`config.mk`:
```
export PLATFORM = sky130hd
export DESIGN_NAME = rd_ctrl_sync
export DESIGN_NICKNAME = d
export VERILOG_FILES = /design/src/rtl/fifo_pkg.sv /design/src/rtl/gray_sync.sv /design/src/rtl/rd_ctrl_sync.sv
export SDC_FILE = /design/constraint.sdc
export NUM_CORES = 1
export LEC_CHECK = 0
export BUFFER_PORTS_ARGS = -buffer_cell sky130_fd_sc_hd__buf_2
export CAP_MARGIN = 20
export CORE_UTILIZATION = 51
export CTS_CLUSTER_SIZE = 8
export DETAILED_ROUTE_END_ITERATION = 7
export PLACE_DENSITY = 0.76
export SETUP_SLACK_MARGIN = 0.3
export SLEW_MARGIN = 5
export SYNTH_ARGS = -nofsm -noshare
export SYNTH_HDL_FRONTEND = slang
export SYNTH_SLANG_ARGS = --single-unit
```
`constraint.sdc`:
```
create_clock -name rd_clk_i -period 3 [get_ports rd_clk_i]
set_input_delay 0.15 -clock rd_clk_i [delete_from_list [all_inputs] [get_ports rd_clk_i]]
set_output_delay 0.15 -clock rd_clk_i [all_outputs]
set_load 0.01 [all_outputs]
```
`src/rtl/fifo_pkg.sv`:
```
// Shared helpers for the dual-clock FIFO: Gray/binary pointer conversion.
// Values narrower than GRAY_MAX_W are zero-extended on entry and truncated on exit.
package fifo_pkg;

   localparam int GRAY_MAX_W = 16;

   typedef logic [GRAY_MAX_W-1:0] gvec_t;

   function automatic gvec_t bin2gray(input gvec_t bin);
      return bin ^ (bin >> 1);
   endfunction

   // Leading zero bits XOR to nothing, so a zero-extended pointer converts exactly.
   function automatic gvec_t gray2bin(input gvec_t gray);
      gvec_t bin;
      bin[GRAY_MAX_W-1] = gray[GRAY_MAX_W-1];
      for (int i = GRAY_MAX_W - 2; i >= 0; i--) begin
         bin[i] = bin[i+1] ^ gray[i];
      end
      return bin;
   endfunction

endpackage

```
`src/rtl/gray_sync.sv`:
```
// Multi-flop synchroniser for a Gray-coded pointer crossing into the local clock domain.
// Plain flop chain, no logic between stages; all stages clear on aclr.
module gray_sync #(
   parameter int WIDTH  = 4,
   parameter int STAGES = 2
) (
   input  logic             clk,
   input  logic             aclr,
   input  logic [WIDTH-1:0] async_d,
   output logic [WIDTH-1:0] sync_q
);

   logic [WIDTH-1:0] stage_r [STAGES];

   // Shift the asynchronous pointer through the synchroniser chain.
   always_ff @(posedge clk or posedge aclr) begin
      if (aclr) begin
         for (int i = 0; i < STAGES; i++) begin
            stage_r[i] <= {WIDTH{1'b0}};
         end
      end else begin
         stage_r[0] <= async_d;
         for (int i = 1; i < STAGES; i++) begin
            stage_r[i] <= stage_r[i-1];
         end
      end
   end

   assign sync_q = stage_r[STAGES-1];

endmodule

```
`src/rtl/rd_ctrl_sync.sv`:
```
// Read-domain controller of the dual-clock FIFO: read pointer, synced write pointer, empty/usedw flags.
// Optional sticky underflow flag built when RD_UNDERFLOW_CHK_EN is defined.
module rd_ctrl_sync
   import fifo_pkg::*;
#(
   parameter int AWIDTH      = 3,
   parameter int SYNC_STAGES = 2,
   parameter int AEMPTY_THR  = 1
) (
   input  logic              rd_clk_i,
   input  logic              aclr_i,
   input  logic              rd_req_i,
   input  logic [AWIDTH:0]   wr_pntr_gray_i,
   output logic [AWIDTH-1:0] rd_pntr_o,
   output logic [AWIDTH:0]   rd_pntr_gray_o,
   output logic              rd_empty_o,
   output logic              rd_almost_empty_o,
   output logic [AWIDTH:0]   rd_usedw_o,
   output logic              rd_underflow_o
);

   localparam int PTR_W = AWIDTH + 1;
   localparam logic [PTR_W-1:0] AE_THR = PTR_W'(AEMPTY_THR);

   logic [PTR_W-1:0] wr_gray_s;
   logic [PTR_W-1:0] wr_bin_s;
   logic [PTR_W-1:0] rd_bin_r;
   logic [PTR_W-1:0] rd_bin_nxt_s;
   logic [PTR_W-1:0] rd_gray_nxt_s;
   logic [PTR_W-1:0] usedw_nxt_s;
   logic             rd_acc_s;

   gray_sync #(
      .WIDTH  (PTR_W),
      .STAGES (SYNC_STAGES)
   ) u_wr_sync (
      .clk     (rd_clk_i),
      .aclr    (aclr_i),
      .async_d (wr_pntr_gray_i),
      .sync_q  (wr_gray_s)
   );

   // Next read pointer and fill count; the MSB keeps a full FIFO distinct from an empty one.
   always_comb begin
      rd_acc_s      = rd_req_i & ~rd_empty_o;
      rd_bin_nxt_s  = rd_bin_r + {{AWIDTH{1'b0}}, rd_acc_s};
      rd_gray_nxt_s = PTR_W'(bin2gray(gvec_t'(rd_bin_nxt_s)));
      wr_bin_s      = PTR_W'(gray2bin(gvec_t'(wr_gray_s)));
      usedw_nxt_s   = wr_bin_s - rd_bin_nxt_s;
   end

   // Pointer and flag registers, all updated on the same edge.
   always_ff @(posedge rd_clk_i or posedge aclr_i) begin
      if (aclr_i) begin
         rd_bin_r          <= {PTR_W{1'b0}};
         rd_pntr_gray_o    <= {PTR_W{1'b0}};
         rd_empty_o        <= 1'b1;
         rd_almost_empty_o <= 1'b1;
         rd_usedw_o        <= {PTR_W{1'b0}};
      end else begin
         rd_bin_r          <= rd_bin_nxt_s;
         rd_pntr_gray_o    <= rd_gray_nxt_s;
         rd_empty_o        <= (rd_gray_nxt_s == wr_gray_s);
         rd_almost_empty_o <= (usedw_nxt_s <= AE_THR);
         rd_usedw_o        <= usedw_nxt_s;
      end
   end

   assign rd_pntr_o = rd_bin_r[AWIDTH-1:0];

`ifdef RD_UNDERFLOW_CHK_EN
   logic rd_underflow_r;

   // Sticky record of any read attempted while empty; only aclr_i clears it.
   always_ff @(posedge rd_clk_i or posedge aclr_i) begin
      if (aclr_i) begin
         rd_underflow_r <= 1'b0;
      end else if (rd_req_i & rd_empty_o) begin
         rd_underflow_r <= 1'b1;
      end else begin
         rd_underflow_r <= rd_underflow_r;
      end
   end

   assign rd_underflow_o = rd_underflow_r;
`else
   assign rd_underflow_o = 1'b0;
`endif

endmodule

```
==> out/results.tsv <==
metric	value	unit
GP Congestion	0.7225	
Area Overhead vs Synth	20.03	%
Tmin final	2.456	ns
final clock skew	0.002794	ns
H-tree lvl count	1	
CP Capture Type	flip-flop	
Min-Delay Endpoint	rd_bin_r[0]	
Worst-Skew Late Latency	0.29	ns
Syn Nets	75	
Post-synth EDFFs	0	
Post-CTS Resized	0	
Worst Tran Pin Value	0.7381	ns
CTS tree	done	
die height	44	um
PortBufs	19	
number of global-route vias before repair	566	
grt total ovfl	0	
worst hold start	rd_req_i	
Synth area leaders	dfrtp_1, xnor2_1, ha_1	
Synth Register Bits	21	
Starting DRT DRC Count	4	
max-cap viol count	0	
P per Cell Area	1107	nW/um^2
Netlist cell types	22	
placed cell area	1003	um^2
Cells after Synth	63	
post-synthesis sequential area ratio	0.5869	
# IOs	21	
maximum clock insertion buffer count	2	
CTS buffer count	3	
FMAX	0.4072	GHz
count leader, synth	dfrtp_1	
run status	finished, final reports clean	
# diodes	0	
maximum number of pins on one net before global-route repair	22	
async set-reset flop share out of synthesis	1.000	
CTS Sinks	21	
Pleak	0.5316	nW
R2R Path End	rd_almost_empty_o	
CTS Hold Bufs	5	
Setup violations, final	0	
most instantiated cells after synthesis	dfrtp_1, xnor2_1, inv_1, xor2_1, ha_1	
Critical Path AT	2.68	ns
DRC viols	0	
via/cell ratio	4.971	
Pwr Total	1.195	mW
fillcell total	126	
R2R Setup Slk	0.54	ns
Top FF cell, synth	dfrtp_1	
Peak VDD IR	0.5562	mV
post-route setup slack	0.5442	ns
Mapped Avg Cell Area	14.28	um^2
layout cells sized above 1	0.3146	
Multi-input gate area	337.8	um^2
r2r worst-path depth	9	
Yosys warning total	0	
worst r2r src	rd_empty_o	
Final Hold Fails	0	
critical path data required time	3.23	ns
initial antenna violation count	0	
Max transition margin	0.5074	
Crit Path Class	reg -> reg	
DPL Wire Length	930.1	um
die area	1936	um^2
HP Class	in -> reg	
drt wl/cell	11.70	um
RSZ-0062 raised after global routing	false	
CORE AREA	1577	um^2
Yosys top cell area share	0.5285	
Mapped Area	899.6	um^2
Crit Path Max Fanout	3	
clk slew on worst S/H paths	0.10	ns
Final Max Slew Viols	0	
GRT Total Usage	0.1646	
Final nets	102	
register area	528.0	um^2
fin crit share	0.8186	
Post-Route WL	1229	um
Final Instance Area	1080	um^2
global-route wire length before repair	2208	um
Setup Fix Bufs, Post-CTS	0	
final core utilization	0.6849	
pre-CTS worst setup slack	0.5313	ns
Yosys top cell by area	dfrtp_1	
CP startpoint kind	flip-flop	
Initial Util	0.5706	
Hold Path Cell Cnt	3	
# rows	14	
Detail Route Antenna Nets	0	
Root Driver	clkbuf_4	
Initial DRT Pass Iterations	6	
Die X	44	um
DR vias	522	
post-route setup TNS	0	ns
==> flip-flops by register name (all words and copies together), names as in the netlist <==
register / cells
rd_almost_empty_o: 1
u_wr_sync.sync_q: 4
rd_empty_o: 1
u_wr_sync.stage_r: 4
rd_pntr_gray_o: 3
rd_bin_r: 4
rd_usedw_o: 4
==> logic make-up (layout without fill, tap and decap cells) <==
logic type,after synthesis,count (layout),share of synthesized area
DFF,21,21,0.5869
xor gates and xnor gates,16,16,0.1878
and+or+nand+nor,8,8,0.05701
buffers and inverters,8,34,0.03755
adders and majority gates,5,5,0.06954
AOI/OAI and AO/OA,3,3,0.04591
other,1,1,0.004168
muxes,1,1,0.01113
==> stage by stage <==
stage / hold WS (ns) / std cells
2_1_floorplan: 0.1250 / 63
3_3_place_gp: 0.2583 / 96
3_5_place_dp: 0.2593 / 96
6_report: 0.3364 / 105
5_1_grt: 0.3567 / 105
4_1_cts: 0.3371 / 105
==> worst max-delay path by stage <==
stage	slack (ns)	end	depth (start not counted)	from
2_1_floorplan	0.68	rd_almost_empty_o	9	rd_empty_o
3_3_place_gp	0.62	rd_almost_empty_o	9	rd_empty_o
3_5_place_dp	0.53	rd_almost_empty_o	9	rd_empty_o
4_1_cts	0.51	rd_almost_empty_o	9	rd_empty_o
5_1_grt	0.37	rd_almost_empty_o	9	rd_empty_o
6_report	0.54	rd_almost_empty_o	9	rd_empty_o
==> layout make-up <==
type | instances | share of cell area
multi-input combinational | 34 | 0.3129
tap | 16 | 0.01854
timing repair buffer | 24 | 0.1344
sequential | 21 | 0.4890
clock buffer | 4 | 0.02433
inverter | 6 | 0.02086
==> critical path, cell delays in order, from the launching register on <==
cell      delay, ns
dfstp_2        0.54
nor2b_1        0.04
ha_1           0.21
ha_1           0.22
xnor2_1        0.33
ha_1           0.22
or3b_2         0.48
o311ai_4       0.10
xnor2_1        0.19
nor3_2         0.06
==> where the power goes <==
part	switching [mW]	internal (mW)	total, mW
registers	0.0405	0.385	0.426
logic	0.331	0.311	0.642
clock network	0.0752	0.0517	0.127
total	0.447	0.748	1.20
==> cell usage in the layout (no fill, tap or decap), drive strengths merged <==
master and n:
xor2 6, dfrtp 19, mux2i 1, or3b 1, o311ai 1, and2 2
nand3 1, xnor2 8, o21bai 1, nor2b 1, inv 6, dfstp 2
dlygate4sd3 5, nor2 1, xnor3 2, ha 5, nor3 2, conb 1
clkbuf 4, a21boi 1, buf 19
==> per-layer routing <==
| layer | global-route usage | part of all wire |
|---|---|---|
| met1 | 0.1685 | 0.39 |
| met2 | 0.3029 | 0.54 |
| met3 | 0.02500 | 0.037 |
| met4 | 0.1091 | 0.026 |
| met5 | 0 | 0 |
Note: power is estimated with default switching activity, not from simulation.
